File: src/rtl/barrel_shift_pipe.sv
// Pipelined ARM-style operand-2 barrel shifter: stage 1 decodes the shift and resolves
// special amounts, and the log2(WIDTH) mux levels are spread across STAGES registered stages.
module barrel_shift_pipe #(
  parameter int WIDTH  = 32,
  parameter int AMT_W  = 8,
  parameter int STAGES = 2,
  parameter int TAG_W  = 4
) (
  input  logic             clk,
  input  logic             rst_n,
  input  logic             in_valid,
  output logic             in_ready,
  input  logic [1:0]       in_type,
  input  logic             in_imm,
  input  logic [WIDTH-1:0] in_a,
  input  logic [AMT_W-1:0] in_amt,
  input  logic             in_carry,
  input  logic [TAG_W-1:0] in_tag,
  output logic             out_valid,
  input  logic             out_ready,
  output logic [WIDTH-1:0] out_b,
  output logic             out_carry,
  output logic [TAG_W-1:0] out_tag
);

  localparam int LOGW = $clog2(WIDTH);
  localparam logic [1:0] OP_LSL = 2'b00;
  localparam logic [1:0] OP_LSR = 2'b01;
  localparam logic [1:0] OP_ASR = 2'b10;
  localparam logic [1:0] OP_ROR = 2'b11;

  // Applies the mux levels lo..hi-1 selected by the set bits of amt.
  function automatic logic [WIDTH-1:0] shift_levels(
    input logic [WIDTH-1:0] x,
    input logic [1:0]       kind,
    input logic [LOGW-1:0]  amt,
    input int               lo,
    input int               hi
  );
    logic [WIDTH-1:0] y;
    y = x;
    for (int j = 0; j < LOGW; j++) begin
      if (j >= lo && j < hi && amt[j]) begin
        case (kind)
          OP_LSL:  y = y << (1 << j);
          OP_LSR:  y = y >> (1 << j);
          OP_ASR:  y = $signed(y) >>> (1 << j);
          default: y = (y >> (1 << j)) | (y << (WIDTH - (1 << j)));
        endcase
      end
    end
    return y;
  endfunction

  logic [LOGW-1:0]  nl;
  logic [LOGW-1:0]  idx_r;
  logic [LOGW-1:0]  idx_l;
  logic             n_lt_w;
  logic             n_zero;
  logic             n_eq_w;
  logic             sign;
  logic [WIDTH-1:0] dec_d;
  logic [LOGW-1:0]  dec_amt;
  logic             dec_c;

  // Every case that yields a fixed result is folded here to amount 0, so later levels pass it through.
  always_comb begin
    nl      = in_amt[LOGW-1:0];
    idx_r   = nl - 1'b1;
    idx_l   = '0 - nl;
    n_lt_w  = in_imm || (in_amt[AMT_W-1:LOGW] == '0);
    n_zero  = n_lt_w && (nl == '0);
    n_eq_w  = !in_imm && (in_amt == AMT_W'(WIDTH));
    sign    = in_a[WIDTH-1];
    dec_d   = in_a;
    dec_amt = nl;
    dec_c   = in_a[idx_r];
    if (n_zero) begin
      dec_amt = '0;
      dec_c   = in_carry;
      if (in_imm) begin
        case (in_type)
          OP_LSR: begin
            dec_d = '0;
            dec_c = sign;
          end
          OP_ASR: begin
            dec_d = {WIDTH{sign}};
            dec_c = sign;
          end
          OP_ROR: begin
            dec_d = {in_carry, in_a[WIDTH-1:1]};
            dec_c = in_a[0];
          end
          default: ;
        endcase
      end
    end else begin
      case (in_type)
        OP_LSL: begin
          if (n_lt_w) begin
            dec_c = in_a[idx_l];
          end else begin
            dec_amt = '0;
            dec_d   = '0;
            dec_c   = n_eq_w ? in_a[0] : 1'b0;
          end
        end
        OP_LSR: begin
          if (!n_lt_w) begin
            dec_amt = '0;
            dec_d   = '0;
            dec_c   = n_eq_w ? sign : 1'b0;
          end
        end
        OP_ASR: begin
          if (!n_lt_w) begin
            dec_amt = '0;
            dec_d   = {WIDTH{sign}};
            dec_c   = sign;
          end
        end
        default: begin
          // Nonzero register amount that is a multiple of WIDTH: value unchanged, carry is the MSB.
          if (nl == '0) begin
            dec_amt = '0;
            dec_c   = sign;
          end
        end
      endcase
    end
  end

  logic             v_reg    [STAGES];
  logic [WIDTH-1:0] d_reg    [STAGES];
  logic             c_reg    [STAGES];
  logic [TAG_W-1:0] tag_reg  [STAGES];
  logic [1:0]       kind_reg [STAGES];
  logic [LOGW-1:0]  amt_reg  [STAGES];

  logic             v_next    [STAGES];
  logic [WIDTH-1:0] d_next    [STAGES];
  logic             c_next    [STAGES];
  logic [TAG_W-1:0] tag_next  [STAGES];
  logic [1:0]       kind_next [STAGES];
  logic [LOGW-1:0]  amt_next  [STAGES];

  logic adv;
  assign adv      = !out_valid || out_ready;
  assign in_ready = adv;

  genvar gi;
  generate
    for (gi = 0; gi < STAGES; gi++) begin : g_stage
      localparam int LO = gi * LOGW / STAGES;
      localparam int HI = (gi + 1) * LOGW / STAGES;
      if (gi == 0) begin : g_first
        assign v_next[gi]    = in_valid;
        assign d_next[gi]    = shift_levels(dec_d, in_type, dec_amt, LO, HI);
        assign c_next[gi]    = dec_c;
        assign tag_next[gi]  = in_tag;
        assign kind_next[gi] = in_type;
        assign amt_next[gi]  = dec_amt;
      end else begin : g_rest
        assign v_next[gi]    = v_reg[gi-1];
        assign d_next[gi]    = shift_levels(d_reg[gi-1], kind_reg[gi-1], amt_reg[gi-1], LO, HI);
        assign c_next[gi]    = c_reg[gi-1];
        assign tag_next[gi]  = tag_reg[gi-1];
        assign kind_next[gi] = kind_reg[gi-1];
        assign amt_next[gi]  = amt_reg[gi-1];
      end
    end
  endgenerate

  always_ff @(posedge clk or negedge rst_n) begin
    if (!rst_n) begin
      for (int i = 0; i < STAGES; i++) begin
        v_reg[i]    <= 1'b0;
        d_reg[i]    <= '0;
        c_reg[i]    <= 1'b0;
        tag_reg[i]  <= '0;
        kind_reg[i] <= '0;
        amt_reg[i]  <= '0;
      end
    end else if (adv) begin
      for (int i = 0; i < STAGES; i++) begin
        v_reg[i]    <= v_next[i];
        d_reg[i]    <= d_next[i];
        c_reg[i]    <= c_next[i];
        tag_reg[i]  <= tag_next[i];
        kind_reg[i] <= kind_next[i];
        amt_reg[i]  <= amt_next[i];
      end
    end
  end

  assign out_valid = v_reg[STAGES-1];
  assign out_b     = d_reg[STAGES-1];
  assign out_carry = c_reg[STAGES-1];
  assign out_tag   = tag_reg[STAGES-1];

  // The final stage has no further mux levels to steer.
  logic unused_last;
  assign unused_last = ^{kind_reg[STAGES-1], amt_reg[STAGES-1]};

endmodule

File: config.mk
export PLATFORM = sky130hd
export DESIGN_NAME = barrel_shift_pipe
export DESIGN_NICKNAME = d
export VERILOG_FILES = /design/src/rtl/barrel_shift_pipe.sv
export SDC_FILE = /design/constraint.sdc
export NUM_CORES = 1
export LEC_CHECK = 0
export CELL_PAD_IN_SITES_DETAIL_PLACEMENT = 1
export CELL_PAD_IN_SITES_GLOBAL_PLACEMENT = 1
export CORE_MARGIN = 4
export CORE_UTILIZATION = 46
export DETAILED_ROUTE_END_ITERATION = 16
export PLACE_DENSITY_LB_ADDON = 0.1
export SYNTH_ARGS = -nofsm -noshare
export SYNTH_HDL_FRONTEND = slang
export SYNTH_SLANG_ARGS = --single-unit
File: constraint.sdc
create_clock -name clk -period 7 [get_ports clk]
set_clock_uncertainty 0.2 [all_clocks]
set_input_delay 1.4 -clock clk [delete_from_list [all_inputs] [get_ports clk]]
set_output_delay 1.4 -clock clk [all_outputs]
set_load 0.05 [all_outputs]
=== Word level (Yosys, flattened, before mapping) ===
Index checks and enable logic that the tools add are counted.

* Register bits after elaboration: 83
* Bits of input ports: 52
* Output and inout bits: 39
* Logic and storage cells: 72

* Add/subtract/negate cells: 2
* Magnitude comparators: 2
* Equal/unequal tests: 6
* Multiplexer cells: 34
* Bitwise operators: 5
* Reductions and logical operators: 13

{| class="wikitable"
|+ Operators by type and width
! operator !! count
|-
| case mux 32 bit (3 select lines) || 6
|-
| two-way mux 32 bit || 8
|-
| case mux 32 bit (2 select lines) || 1
|-
| OR 16 x 32 -> 32 bit || 1
|-
| OR 24 x 32 -> 32 bit || 1
|-
| OR 28 x 32 -> 32 bit || 1
|-
| OR 30 x 32 -> 32 bit || 1
|-
| OR 31 x 32 -> 32 bit || 1
|-
| two-way mux 31 bit || 1
|-
| two-way mux 5 bit || 4
|-
| < comparator 5 x 6 -> 1 bit (second input constant) || 2
|-
| binary-select mux 1 bit (select 5 bit) || 2
|-
| two-way mux 1 bit || 10
|-
| == test 8 x 6 -> 1 bit (second input constant) || 1
|-
| == test 2 bit (second input constant) || 3
|-
| logical NOT 5 bit || 1
|-
| subtractor 1 x 5 -> 5 bit (first input constant) || 1
|-
| subtractor 5 x 1 -> 5 bit (second input constant) || 1
|-
| == test 2 x 1 -> 1 bit (second input constant) || 2
|-
| logical NOT 2 bit || 2
|-
| OR reduction 2 bit || 2
|-
| logical NOT 3 bit || 1
|-
| case mux 1 bit (3 select lines) || 1
|-
| OR reduction 3 bit || 1
|-
| 4 further kinds || 7
|}

=== Logic depth before layout (Yosys ltp) ===
Gate-level depths: netlist of run 1.

* Word-level depth: 11
* Gate-level depth with buffers: 14
* Gate-level depth less buffers: 11

=== Worst setup path after synthesis of run 1 ===
No wires, ideal clock.

* Path type: input -> register
* Start point: in in_amt[0]
* End point: reg d_reg[60] (netlist bit)
* Library setup time: 0.164 ns
* Arrival: 3.979 ns
* Required time: 6.636 ns
* Setup slack: 2.658 ns
* Stages: 14
* Buffers on the path: 4
* Path through: buf_2 > inv_1 > ha_1 > nor3b_1 > ha_1 > clkbuf_1 > o32ai_1 > a21oi_2 > buf_6 > buf_6 > a221oi_2 > o21ai_2 > a221oi_2 > a21oi_1

* Word-level cells in the longest chain between the ends: 9
* Elaborated cells on any way between the ends: 13
* Those cells by class: 9 x mux; 2 x bitwise; 2 x reduce/logical

{| class="wikitable"
|+ RTL lines
! what !! RTL line !! text
|-
| start: declaration || 16 || <nowiki>input logic [AMT_W-1:0] in_amt,</nowiki>
|-
| logical NOT 5 bit || 72, 125 ||
|-
| logical AND 1 bit || 72 || <nowiki>n_zero = n_lt_w && (nl == '0);</nowiki>
|-
| two-way mux 32 bit || 78 || <nowiki>if (n_zero) begin</nowiki>
|-
| OR 31 x 32 -> 32 bit || 48 || <nowiki>default: y = (y >> (1 << j)) | (y << (WIDTH - (1 << j)));</nowiki>
|-
| case mux 32 bit (3 select lines) || 44 || <nowiki>case (kind)</nowiki>
|-
| two-way mux 32 bit || 43 || <nowiki>if (j >= lo && j < hi && amt[j]) begin</nowiki>
|-
| OR 30 x 32 -> 32 bit || 48 ||
|-
| case mux 32 bit (3 select lines) || 44 ||
|-
| two-way mux 32 bit * || 43 ||
|-
| end signal: indexed assignment || 188 || <nowiki>d_reg[i] <= d_next[i];</nowiki>
|-
| end: declaration || 135 || <nowiki>logic [WIDTH-1:0] d_reg [STAGES];</nowiki>
|}

Mark *: on every way between the ends. The rest lies on a longest branch, timed or not.
A chain may end at the register's enable or synchronous reset.

=== Worst setup path after layout of run 1 ===
* Start point: in in_amt[0]
* End point: reg d_reg[34] (netlist bit)

The elaborated chain is that of the path after synthesis.

==> metrics.yaml, run 1 <==
wl_met3_microns: 935
maxUsedRoutingLayer: "met4"
powerDensity_nw_per_um2: 284
clockPowerShare_pct: 21.8
cp-end-kind: "flip-flop"
antenna_found_initial: 0
synth-edff-count: 0
clockRootBuffer: "clkbuf_16"
dr.pass1.iters: 6
fmax_ghz: 0.184
cts_inserted_buffers: 9
crit_path_start_kind: "input port"
post_cts_buffers: 0
pwr-share-comb_pct: 49.7
die_height_microns: 137
drv_slew: 0
finalCritPeriodShare_pct: 77.5
dpl_worst_slack_ns: 1.32
synth_area_sq_um: 7600
ys_ff_latch: 81
drt_first_iter_violations: 557
ys_seq_area_share_pct: 26.7
ir_drop_mv: 0.151
worst_slack_ns: 1.57
antenna_left: 0
wl_met2_microns: 12900
tightest_slew_ns: 1.26
grt_pass1_vias: 7571
p_total_mw: 2.44
final_nets: 1047
yosysMostFrequentCell: "nand2_1"
row_count: 46
rsz0062_at_grt: "no"
min_period_ns: 5.43
status: "completed"
async_flop_share_pct: 100
die_area_sq_um: 18600
drive_gt1_share_pct: 10.1
drcViolationCount: 0
synth_area_per_cell_sq_um: 7.66
ys_warn_count: 0
grt_overflow_total: 0
yosys-top-cells-area: "dfrtp_1 (27%), a21oi_1 (9.1%), nand2_1 (7.4%)"
switchingPower_mw: 1.11
wire_per_inst_microns: 21.5
path_cells: "clkdlybuf4s50_1 > inv_1 > ha_1 > nor3b_1 > ha_1 > and3b_1 > a31oi_4 > a21oi_1 > a221oi_1 > o21ai_1 > a222oi_1 > a21oi_1"
syn_inst: 993
crit_type: "input port to flip-flop"
drt_wl_total_microns: 26000
ctsResizeCount: 0
cpPeakStageDelay_ns: 0.70
maxCapViolCount: 0
synth_top_cell_by_area: "dfrtp_1"
synth_common_cells: "nand2_1 (150), a21oi_1 (138), nor2_1 (95), dfrtp_1 (81), o21ai_0 (81)"
hold_viol: 0
gp_congestion: 0.938
tritoncts: "built"
synth_top_area_share_pct: 26.7
swShare_pct: 45.3
grt_pass1_wl_microns: 41200
p_int_mw: 1.33
routedLengthMet1_microns: 11400
required_ns: 6.97
cp_data_arrival_time_ns: 5.39
syn_to_final_growth_pct: 13.2
synth_fp_nets: 1053
worst_slew_margin_rel_pct: 15.8
power.static_leakage_nw: 3.22
vias: 7901
grt_max_degree: 80
ys_types: 73
cts.reportedPaths.clkPinSlew_ns: 0.07
cp_slowest_cell: "a31oi_4"
start_util_pct: 47.3
seq_power_share_pct: 28.5
grt_usage_pct: 27.8
antennaDiodeCount: 0
vias_per_cell: 6.54
min_path_type: "flip-flop to flip-flop"
cts.sinks: 81
portBuffers: 90
synth-main-ff-cell: "dfrtp_1"
die_w_microns: 137
setup_viol: 0
core-area_sq_um: 16100
tns_ns: 0
cp_max_fo: 30
hpwl_microns: 18800
clock_latency_ns: 0.34
hold_buffers: 0
boundaryPins: 91
clockBufferDepth: 2
htreeDepth: 3
[worst max-delay path: cells and delay by family]
family,cells,cell delay (ns)
fa+ha+maj,2,0.63
buf+inv,2,0.88
simple gates,2,0.48
compound gates,6,2.00
[kinds of logic after synthesis]
logic type	count (synthesis)	synth area share, %
AO/OA/AOI/OAI	392	33.9
XOR/XNOR	5	1.02
adder cells (fa/ha/maj)	8	1.32
buffers and inverters	132	8.69
flip-flops	81	26.7
multiplexers	44	9.20
AND/OR/NAND/NOR	331	19.2
[stage by stage]
stage | cells | hold WS, ns | instance area (sq um) | util, %
finish | 1208 | 0.264 | 8600 | 53.6
global route | 1208 | 0.288 | 8600 | 53.6
CTS | 1208 | 0.269 | 8600 | 53.6
detailed placement | 1192 | 0.252 | 8270 | 51.5
global placement | 1192 | 0.242 | 8270 | 51.5
floorplan | 993 | 0.230 | 7600 | -
[layout by cell type, fill, tap and decap left out, drive strengths merged, types with 13 or more instances in the layout]
| cell | netlist | routed |
|---|---|---|
| o21ai | 84 | 84 |
| a21oi | 143 | 143 |
| buf | 59 | 16 |
| nor2 | 97 | 97 |
| nand3 | 27 | 27 |
| a222oi | 21 | 21 |
| dfrtp | 81 | 81 |
| nand2 | 150 | 150 |
| a311oi | 15 | 15 |
| mux4 | 20 | 20 |
| a221oi | 13 | 13 |
| o21a | 13 | 13 |
| a31oi | 25 | 25 |
| o211ai | 22 | 22 |
| inv | 9 | 13 |
| mux2i | 17 | 17 |
| clkdlybuf4s50 | 0 | 89 |
[layer usage]
layer | track usage, % | up-vias
li1 | - | 3630
met1 | 37.7 | 4003
met2 | 46.9 | 228
met3 | 2.39 | 40
met4 | 9.46 | 0
met5 | 0 | -
[area by class of cell]
type                    instances  area, sq um
flip-flops and latches         81         2030
clock buffers                   9          225
multi-input cells             780         4920
fillers                      1999         7450
well taps                     216          270
repair buffers                105         1010
clock inverters                 7          108
inverters                      10         37.5
[power by group through the flow]
stage	Combinational, mW	Sequential [mW]	Clock [mW]
2_1_floorplan	0.915	0.679	0
3_3_place_gp	1.18	0.698	0
3_5_place_dp	1.21	0.702	0
4_1_cts	1.22	0.694	0.540
5_1_grt	1.31	0.711	0.560
6_report	1.21	0.695	0.532
[final timing paths]
kind	from	to	slack [ns]	depth (start not counted)
worst min-delay path	out_tag[1]$_DFFE_PN0P_	out_tag[1]$_DFFE_PN0P_	0.26	2
max in group asynchronous	rst_n	amt_next[2]$_DFFE_PN0P_	4.76	2
worst max-delay path	in_amt[0]	d_reg[34]$_DFFE_PN0P_	1.57	12
worst min register to register	out_tag[1]$_DFFE_PN0P_	out_tag[1]$_DFFE_PN0P_	0.26	2
min in group asynchronous	rst_n	out_b[23]$_DFFE_PN0P_	0.80	1
worst max register to register	amt_next[4]$_DFFE_PN0P_	out_b[18]$_DFFE_PN0P_	3.77	5
Power figures use the tool's default switching activity.
==> run 2: changes to the inputs <==
- CORE_UTILIZATION: 46 -> 38
- clock period: 7 -> 4.6 ns (I/O delays scaled with it)
==> metrics.yaml, run 2 (synthesis results as in run 1) <==
grt_pass1_wl_microns: 43600  # +5.8%
final_util_pct: 45.3  # -8.3 points
clockRootBuffer: "clkbuf_16"
cpPeakStageDelay_ns: 0.45  # -0.25 ns
antenna_found_initial: 0  # unchanged
hold_viol: 0  # unchanged
dpl_cell_area_sq_um: 8560  # +3.5%
drt_first_iter_violations: 600  # +7.7%
cp_data_arrival_time_ns: 4.30  # -1.09 ns
nFillCells: 2437  # +22%
vias_per_cell: 6.07  # -7.2%
post-place-cells: 1263  # +6.0%
tritoncts: "built"
vias: 7762  # -1.8%
dr.pass1.iters: 5  # -1
syn_to_final_growth_pct: 16.7
cts.sinks: 81  # unchanged
final_common_cell: "nand2_1"
final_cells: 1279  # +5.9%
tightest_slew_ns: 1.07  # -0.198 ns
ir_drop_mv: 0.183  # +21%
die_height_microns: 149  # +9.4%
grt_max_degree: 107  # +34%
crit_path_start_kind: "input port"
cpMostUsedCell: "ha_1"
crit_type: "input port to flip-flop"
htreeDepth: 3  # unchanged
antennaDiodeCount: 0  # unchanged
wire_per_inst_microns: 21.2  # -1.6%
antenna_left: 0  # unchanged
grt_pass1_vias: 7666  # +1.3%
min_path_type: "flip-flop to flip-flop"
grt_usage_pct: 24.5  # -3.3 points
drv_slew: 0  # unchanged
power.static_leakage_nw: 3.34  # +3.9%
tns_ns: 0  # unchanged
die_w_microns: 149  # +9.4%
cp_slowest_cell: "clkdlybuf4s50_1"
worst_slew_margin_rel_pct: 29.0  # +13 points
core-area_sq_um: 19600  # +22%
clockBufferDepth: 2  # unchanged
powerDensity_nw_per_um2: 417  # +47%
finalCritPeriodShare_pct: 93.2
ff2ff_path_depth: 7  # +2
rsz0062_at_grt: "no"
path_cells: "clkdlybuf4s50_1 > inv_1 > ha_1 > nor3b_1 > ha_1 > and3b_1 > a211oi_2 > buf_4 > a221oi_1 > o21ai_0 > a222oi_1 > a21oi_1"
drt_wl_total_microns: 27100  # +4.2%
post_cts_buffers: 0  # unchanged
design_area_sq_um: 8870  # +3.1%
hold_ws_ns: 0.263  # -0.00135 ns
final_cell_mix: "nand2_1 (150), a21oi_1 (138), nor2_1 (94)"
die_area_sq_um: 22300  # +20%
setup_viol: 0  # unchanged
cts.reportedPaths.clkPinSlew_ns: 0.06  # about the same
holdPathStages: 2  # unchanged
hold_buffers: 0  # unchanged
cp-end-kind: "flip-flop"
fmax_ghz: 0.233
hpwl_microns: 20100  # +6.9%
cts_inserted_buffers: 9  # unchanged
grt_overflow_total: 0  # unchanged
row_count: 51  # +11%
ctsResizeCount: 0  # unchanged
portBuffers: 90  # unchanged
drive_gt1_share_pct: 12.1  # +2.0 points
clock_latency_ns: 0.35  # about the same
gp_congestion: 0.906  # -3.4%
boundaryPins: 91  # unchanged
final_nets: 1069  # +2.1%
start_util_pct: 38.8  # -8.5 points
status: "completed"
drcViolationCount: 0  # unchanged
cp_max_fo: 23  # -23%
maxCapViolCount: 0  # unchanged
required_ns: 4.61  # -2.36 ns
min_period_ns: 4.29
==> run 2: changes by cell type in the layout (fill, tap and decap cells not counted), sizes merged <==
cell,previous run,this run
inv,13,11
clkdlybuf4s50,89,88
buf,16,39
clkbuf,9,10
bufinv,2,1
clkinv,1,3
==> run 2: layout make-up <==
class,instances,area [sq um],area share [%]
Timing Repair Buffer,127,1240,13.9
Clock buffer,10,239,2.69
Clock inverter,6,72.6,0.818
Sequential cell,81,2030,22.9
Multi-Input combinational cell,780,4920,55.5
Inverter,10,38.8,0.437
Tap cell,265,332,3.74
==> run 2: metal layers <==
| layer | track usage (%) | wire [microns] | up-vias |
|---|---|---|---|
| met5 | 0 | 0 | - |
| met4 | 7.60 | 682 | 0 |
| met3 | 2.18 | 1030 | 33 |
| met2 | 40.6 | 13300 | 199 |
| met1 | 34.2 | 12100 | 3845 |
| li1 | - | - | 3685 |
==> run 2: final timing paths <==
| check | from | end | slack [ns] |
|---|---|---|---|
| setup / recovery | in_amt[1] | d_reg[39]$_DFFE_PN0P_ | 0.31 |
| hold / removal | out_tag[3]$_DFFE_PN0P_ | out_tag[3]$_DFFE_PN0P_ | 0.26 |
| setup reg to reg | kind_next[0]$_DFFE_PN0P_ | out_b[17]$_DFFE_PN0P_ | 1.53 |
| hold reg to reg | out_tag[3]$_DFFE_PN0P_ | out_tag[3]$_DFFE_PN0P_ | 0.26 |
| max in group asynchronous | rst_n | amt_next[2]$_DFFE_PN0P_ | 2.91 |
| min in group asynchronous | rst_n | d_reg[53]$_DFFE_PN0P_ | 0.54 |
==> run 2: report_power, final <==
| group | switching, mW | internal (mW) |
|---|---|---|
| registers | 0.182 | 0.889 |
| logic | 1.19 | 0.675 |
| clock network | 0.321 | 0.442 |
| total | 1.69 | 2.01 |
==> run 2: metrics by stage <==
step	power, mW	worst slack [ns]
floorplan	2.43	0.738
finish	3.70	0.311
global placement	2.92	0.0465
CTS	3.73	0.336
detailed placement	2.95	-0.0123
global route	3.93	0.0964
==> run 2: worst max-delay path, delay by kind of cell <==
kind	cells	cell delay, ns
AOI/OAI and AO/OA	5	1.17
buffers and inverters	3	0.82
adders and majority gates	2	0.71
and+or+nand+nor	2	0.67
